### src/rtl/app_sched_pkg.sv
// Shared definitions for the echo-app flow scheduler: default sizes and the
// round-robin pick helper used by both the dispatch and requeue arbiters.
package app_sched_pkg;

    localparam int NUM_CTRL  = 4;
    localparam int FLOWID_W  = 8;

    // Widest controller array supported; the helper works at this width and
    // callers truncate the result to their own size.
    localparam int MAX_CTRL  = 16;
    localparam int MAX_IDX_W = 4;

    typedef struct packed {
        logic                 any;
        logic [MAX_IDX_W-1:0] idx;
        logic [MAX_CTRL-1:0]  grant;
    } rr_pick_t;

    // First requester at or after ptr, wrapping inside a power-of-two window
    // described by mask (window size minus one).
    function automatic rr_pick_t rr_pick(input logic [MAX_CTRL-1:0]  req,
                                         input logic [MAX_IDX_W-1:0] ptr,
                                         input logic [MAX_IDX_W-1:0] mask);
        rr_pick_t             r;
        logic [MAX_IDX_W-1:0] cand;
        r = '0;
        for (int k = 0; k < MAX_CTRL; k++) begin
            cand = (ptr + MAX_IDX_W'(k)) & mask;
            if (k <= int'(mask) && !r.any && req[cand]) begin
                r.any         = 1'b1;
                r.idx         = cand;
                r.grant[cand] = 1'b1;
            end
        end
        return r;
    endfunction

endpackage

### src/rtl/flow_rr_arb.sv
// Round-robin picker over N requesters with an optional lock that forces the
// previously issued grant to stay in place until the caller releases it.
module flow_rr_arb
    import app_sched_pkg::*;
#(
    parameter int N  = 4,
    parameter int PW = $clog2(N)
) (
    input  logic [N-1:0]  req_i,
    input  logic [PW-1:0] ptr_i,
    input  logic          lock_i,
    input  logic [PW-1:0] lock_idx_i,
    output logic [N-1:0]  grant_o,
    output logic [PW-1:0] idx_o,
    output logic          any_o
);

    rr_pick_t pick;

    assign pick = rr_pick(MAX_CTRL'(req_i), MAX_IDX_W'(ptr_i), MAX_IDX_W'(N - 1));

    // Locked grant wins over a fresh pick so a stalled grant cannot move.
    always_comb begin
        grant_o = N'(pick.grant);
        idx_o   = PW'(pick.idx);
        any_o   = pick.any;
        if (lock_i) begin
            grant_o = N'(1) << lock_idx_i;
            idx_o   = lock_idx_i;
            any_o   = 1'b1;
        end
    end

endmodule

### src/rtl/rpc_echo_app_flow_sched.sv
// Shares one flow FIFO between NUM_CTRL echo-app controllers: dispatches FIFO
// head IDs to idle controllers round-robin and funnels their requeues back.
module rpc_echo_app_flow_sched
    import app_sched_pkg::*;
#(
    parameter int NUM_CTRL = app_sched_pkg::NUM_CTRL,
    parameter int FLOWID_W = app_sched_pkg::FLOWID_W
) (
    input  logic                         clk,
    input  logic                         rst,
    input  logic                         sched_en,
    input  logic                         flow_fifo_sched_flowid_val,
    input  logic [FLOWID_W-1:0]          flow_fifo_sched_flowid,
    output logic                         sched_flow_fifo_flowid_yumi,
    output logic                         sched_flow_fifo_enqueue_val,
    output logic [FLOWID_W-1:0]          sched_flow_fifo_enqueue_flowid,
    input  logic                         flow_fifo_sched_enqueue_rdy,
    output logic [NUM_CTRL-1:0]          sched_ctrl_flowid_val,
    output logic [FLOWID_W-1:0]          sched_ctrl_flowid,
    input  logic [NUM_CTRL-1:0]          ctrl_sched_flowid_yumi,
    input  logic [NUM_CTRL-1:0]          ctrl_sched_requeue_val,
    input  logic [NUM_CTRL*FLOWID_W-1:0] ctrl_sched_requeue_flowid,
    output logic [NUM_CTRL-1:0]          sched_ctrl_requeue_rdy,
    output logic [NUM_CTRL-1:0]          sched_busy_mask,
    output logic                         sched_idle
);

    localparam int PTR_W = $clog2(NUM_CTRL);

    logic [NUM_CTRL-1:0] busyMask_q, busyMask_d;
    logic [PTR_W-1:0]    dispPtr_q, dispPtr_d;
    logic [PTR_W-1:0]    rqPtr_q, rqPtr_d;
    logic [PTR_W-1:0]    rqLockIdx_q, rqLockIdx_d;
    logic                rqLock_q, rqLock_d;

    logic [NUM_CTRL-1:0] dispGrant, rqGrant;
    logic [PTR_W-1:0]    dispIdx, rqIdx;
    logic                dispAny, rqAny;
    logic                offer, dispHs, rqHs;

    flow_rr_arb #(.N(NUM_CTRL), .PW(PTR_W)) u_disp_arb (
        .req_i      (~busyMask_q),
        .ptr_i      (dispPtr_q),
        .lock_i     (1'b0),
        .lock_idx_i ('0),
        .grant_o    (dispGrant),
        .idx_o      (dispIdx),
        .any_o      (dispAny)
    );

    flow_rr_arb #(.N(NUM_CTRL), .PW(PTR_W)) u_rq_arb (
        .req_i      (ctrl_sched_requeue_val),
        .ptr_i      (rqPtr_q),
        .lock_i     (rqLock_q),
        .lock_idx_i (rqLockIdx_q),
        .grant_o    (rqGrant),
        .idx_o      (rqIdx),
        .any_o      (rqAny)
    );

    assign offer                       = sched_en & flow_fifo_sched_flowid_val & dispAny;
    assign sched_ctrl_flowid_val       = offer ? dispGrant : '0;
    assign sched_ctrl_flowid           = flow_fifo_sched_flowid;
    assign dispHs                      = offer & ctrl_sched_flowid_yumi[dispIdx];
    assign sched_flow_fifo_flowid_yumi = dispHs;

    assign sched_flow_fifo_enqueue_val = rqAny & ctrl_sched_requeue_val[rqIdx];
    assign rqHs                        = sched_flow_fifo_enqueue_val & flow_fifo_sched_enqueue_rdy;
    assign sched_ctrl_requeue_rdy      = sched_flow_fifo_enqueue_val ?
                                         (rqGrant & {NUM_CTRL{flow_fifo_sched_enqueue_rdy}}) : '0;

    assign sched_busy_mask = busyMask_q;
    assign sched_idle      = ~|busyMask_q;

    // Select the granted controller's slice of the requeue flow ID bus.
    always_comb begin
        sched_flow_fifo_enqueue_flowid = '0;
        for (int i = 0; i < NUM_CTRL; i++) begin
            if (rqIdx == PTR_W'(i)) begin
                sched_flow_fifo_enqueue_flowid = ctrl_sched_requeue_flowid[i*FLOWID_W +: FLOWID_W];
            end
        end
    end

    // Next state: busy set/clear on handshakes, pointer advance, requeue lock.
    always_comb begin
        busyMask_d  = busyMask_q;
        dispPtr_d   = dispPtr_q;
        rqPtr_d     = rqPtr_q;
        rqLock_d    = rqLock_q;
        rqLockIdx_d = rqLockIdx_q;
        if (dispHs) begin
            busyMask_d = busyMask_d | dispGrant;
            dispPtr_d  = dispIdx + PTR_W'(1);
        end
        if (rqHs) begin
            busyMask_d = busyMask_d & ~rqGrant;
            rqPtr_d    = rqIdx + PTR_W'(1);
            rqLock_d   = 1'b0;
        end else if (sched_flow_fifo_enqueue_val) begin
            rqLock_d    = 1'b1;
            rqLockIdx_d = rqIdx;
        end
    end

    // State registers; reset drops any in-flight grant without completing it.
    always_ff @(posedge clk) begin
        if (rst) begin
            busyMask_q  <= '0;
            dispPtr_q   <= '0;
            rqPtr_q     <= '0;
            rqLock_q    <= 1'b0;
            rqLockIdx_q <= '0;
        end else begin
            busyMask_q  <= busyMask_d;
            dispPtr_q   <= dispPtr_d;
            rqPtr_q     <= rqPtr_d;
            rqLock_q    <= rqLock_d;
            rqLockIdx_q <= rqLockIdx_d;
        end
    end

endmodule

### config.mk
export PLATFORM = sky130hd
export DESIGN_NAME = rpc_echo_app_flow_sched
export DESIGN_NICKNAME = d
export VERILOG_FILES = /design/src/rtl/app_sched_pkg.sv /design/src/rtl/flow_rr_arb.sv /design/src/rtl/rpc_echo_app_flow_sched.sv
export SDC_FILE = /design/constraint.sdc
export NUM_CORES = 1
export LEC_CHECK = 0
export ABC_AREA = 1
export CAP_MARGIN = 10
export CELL_PAD_IN_SITES_DETAIL_PLACEMENT = 0
export CELL_PAD_IN_SITES_GLOBAL_PLACEMENT = 1
export CORE_UTILIZATION = 28
export CTS_CLUSTER_SIZE = 20
export DETAILED_ROUTE_END_ITERATION = 8
export GPL_ROUTABILITY_DRIVEN = 0
export PLACE_DENSITY_LB_ADDON = 0.2
export SYNTH_ARGS = -nofsm -noshare
export SYNTH_HDL_FRONTEND = slang
export SYNTH_SLANG_ARGS = --single-unit
export TNS_END_PERCENT = 5
### constraint.sdc
create_clock -name clk -period 2.8 [get_ports clk]
set_input_delay 0.28 -clock clk [delete_from_list [all_inputs] [get_ports clk]]
set_output_delay 0.28 -clock clk [all_outputs]
set_load 0.01 [all_outputs]
==> summary.md <==
| Metric | Value |
|---|---|
| Ys Warns | `0` |
| Peak supply drop | `0.4919 mV` |
| CP Data Required Time | `about 2500 ps` |
| Leakage power | `between 1 and 1.5 nW` |
| Largest net degree at the start of global routing | `13` |
| Filler cell count | `707` |
| Slew @ Worst Pin | `around 380 ps` |
| Setup crit end kind | `primary output` |
| Core area | `between 6000 and 7000 um^2` |
| RSZ-0062 raised after global routing | `true` |
| Period utilisation layout | `a little over nine tenths` |
| Slew Viols, Final | `0` |
| Share of cells above drive strength 1 | `roughly 26%` |
| Setup violators final | `0` |
| CTS Buffer Depth | `2` |
| Nets | `477` |
| DRT Pass-1 Iters | `6` |
| DIE WIDTH | `85.33 um` |
| Via-to-Cell Ratio | `about 4.6` |
| Synth Flop Type | `dfxtp_1` |
| Crit path time final | `~2800 ps` |
| GRT Util Overall | `approximately 16%` |
| Hold slack | `roughly 560 ps` |
| Cell Count Post-Placement | `about 500` |
| Synth Cell Area | `a little under 2000 um^2` |
| Worst Path Max Fanout | `5` |
| DP HPWL | `4532 um` |
| Critical path's largest stage delay | `570 ps` |
| Buffers and inverters on the worst path | `2` |
| Die Y | `between 80 and 90 um` |
| MaxCap Viol Count | `0` |
| Via count | `around 2300` |
| I/O pin count | `84` |
| CP startpoint kind | `flop` |
| Synth area leaders | `nand2_1 (20%), dfxtp_1 (11%), ha_1 (7.1%)` |
| DP Worst Slack | `-230.5 ps` |
| Final core occ | `a little over two fifths` |
| Initial Util | `between 20 and 30%` |
| # DRC | `0` |
| Placement-stage cell area | `between 2000 and 3000 um^2` |
| Full die area | `roughly 7300 um^2` |
| Vias in the first global route | `2221` |
| Slew HR | `74.47%` |
| Number of core rows | `30` |
| Final Hold Viols | `0` |
| Total Wirelength | `approximately 5300 um` |
| N_diodes | `0` |
| # Post-CTS Setup Buffers | `0` |
| Antenna violations before repair | `0` |
| Clock Latency Late Sink | `approximately 240 ps` |
| Yosys top cell by area | `nand2_1` |
| Area delta synth->final | `48.84%` |
| Area share of the largest cell type after synthesis | `between 15 and 20%` |
| Status | `complete, no violations` |
| Worst Slack Setup Final | `roughly 36 ps` |
| Area of the multi-input gates | `roughly 1500 um^2` |
| WS Path Type | `flop to primary output` |
| Worst hold-check path type | `flop to flop` |
| Mapped Nets | `384` |
| H-tree depth | `1` |
| CTS tree | `done` |
| Total grt overflow | `0` |
| Initial DRC count | `approximately 130` |
| Storage element area | `approximately 220 um^2` |
| Critical path's slowest cell | `clkdlybuf4s50_1` |
| Post-synthesis instance total | `320` |
| Post-synth EDFFs | `0` |
| Power Density | `about 1000 nW/um^2` |
| Finished Layout Cells | `around 500` |
| Port Buf Inserts | `between 60 and 70` |
| Clk slew on worst S/H paths | `50 ps` |
| Part of the Yosys area used for sequential elements | `11.33%` |
| Clock root cell | `clkbuf_8` |
| Mean post-synth cell area | `roughly 6.1 um^2` |
| First-pass GRT wire length | `~9500 um` |
| Drt wl/cell | `~11 um` |
| Post-route design area | `around 2900 um^2` |
| Clock skew | `around 1.3 ps` |
| Post-synth ARST share | `0%` |
| CTS buffer count | `3` |
| Yosys reg bits | `11` |
| Crit path cell chain | `inv_4 > ha_1 > mux2i_2 > nor2_4 > nand3_1 > nand3_2 > a21oi_1 > clkdlybuf4s50_1` |
| Antenna Nets Post-Route | `0` |
| Post-layout power | `3.010 mW` |
| Top delay family on crit path | `buffers and inverters` |
| Setup TNS | `0 ps` |
| Sink Count | `11` |
| Synth cell types | `34` |
| FMAX | `about 360 MHz` |
| Crit path arrival time | `2480 ps` |
==> placed cells by master (no fill, tap or decap), types with 4 or more instances in the layout <==
master and n:
nand2_1 103, clkdlybuf4s50_1 53, inv_1 33, buf_4 32, nand3_1 24, nor2_1 20, nand2_2 14, nand4_1 13
a21oi_1 11, ha_1 10, dfxtp_1 9, inv_2 8, nor2_2 8, nand2_4 7, nor2_4 7, clkbuf_2 7
dlygate4sd2_1 6, nand3_2 5, o22ai_1 4
==> layout make-up <==
cell class                      count  share of cell area [%]
Clock buffer                        4                   1.556
Timing Repair Buffer               99                   30.09
Sequential cell                    11                   7.696
Tap cell                           80                   3.459
Inverter                           44                   6.139
Multi-Input combinational cell    254                   51.06
==> worst reg2reg max path: cells and delay by family, from the launching register on <==
| kind | cells | cell delay [ps] |
|---|---|---|
| AND/OR/NAND/NOR | 10 | 780 |
| buffers and inverters | 4 | 440 |
| flip-flops | 1 | 330 |
| adder cells (fa/ha/maj) | 1 | 300 |
| AO/OA/AOI/OAI | 2 | 260 |
==> flip-flops by register name, summed over array words and instances (netlist names) <==
register / cells
rqLockIdx_q: 2
rqPtr_q: 2
rqLock_q: 1
dispPtr_q: 2
sched_busy_mask: 4
==> logic make-up after synthesis <==
| family | count (synthesis) | synth area share (%) |
|---|---|---|
| AO/OA/AOI/OAI | 33 | 10.68 |
| XOR/XNOR | 1 | 0.4505 |
| flip-flops | 11 | 11.33 |
| buffers and inverters | 55 | 13.77 |
| adder cells (fa/ha/maj) | 11 | 7.078 |
| multiplexers | 1 | 0.7077 |
| AND/OR/NAND/NOR | 208 | 55.99 |
==> synth_stat cells (4+ instances only) <==
cell type,instances
a21oi_1,12
ha_1,11
nor2_4,7
o22ai_1,4
nor2_2,8
nand2_2,14
nand4_1,13
nand3_1,25
nand2_4,7
dfxtp_1,11
nand2_1,103
inv_1,34
nand3_2,4
buf_4,9
nor2_1,20
inv_2,7
==> metal layers <==
metal	up-vias	share of wire (%)	track usage, %
met4	0	0.32	1.515
met5	-	0	0
met2	75	43	26.25
met3	4	6.5	3.891
met1	993	50	21.05
li1	1207	-	-
==> timing repair <==
item | CTS | global route
hold buffers | 0 | 0
setup endpoints to repair | 18 | 18
pin swaps | 0 | 1
resized for setup | 16 | 18
cloned | 0 | 0
==> power breakdown <==
| group | internal (mW) | switching (mW) |
|---|---|---|
| clock network | 0.100 | 0.0619 |
| logic | 1.11 | 1.49 |
| registers | 0.199 | 0.0423 |
| total | 1.41 | 1.60 |
==> final timing paths <==
| path | from | end | slack, ps | cells after the start |
|---|---|---|---|---|
| worst max-delay path | dispPtr_q[0] | sched_ctrl_flowid_val[2] | 40 | 8 |
| worst min register to register | rqLockIdx_q[1] | rqLockIdx_q[1] | 560 | 2 |
| worst max register to register | rqPtr_q[1] | rqLockIdx_q[1] | 610 | 17 |
| worst min-delay path | rqLockIdx_q[1] | rqLockIdx_q[1] | 560 | 2 |
(Power assumes the default switching activity.)
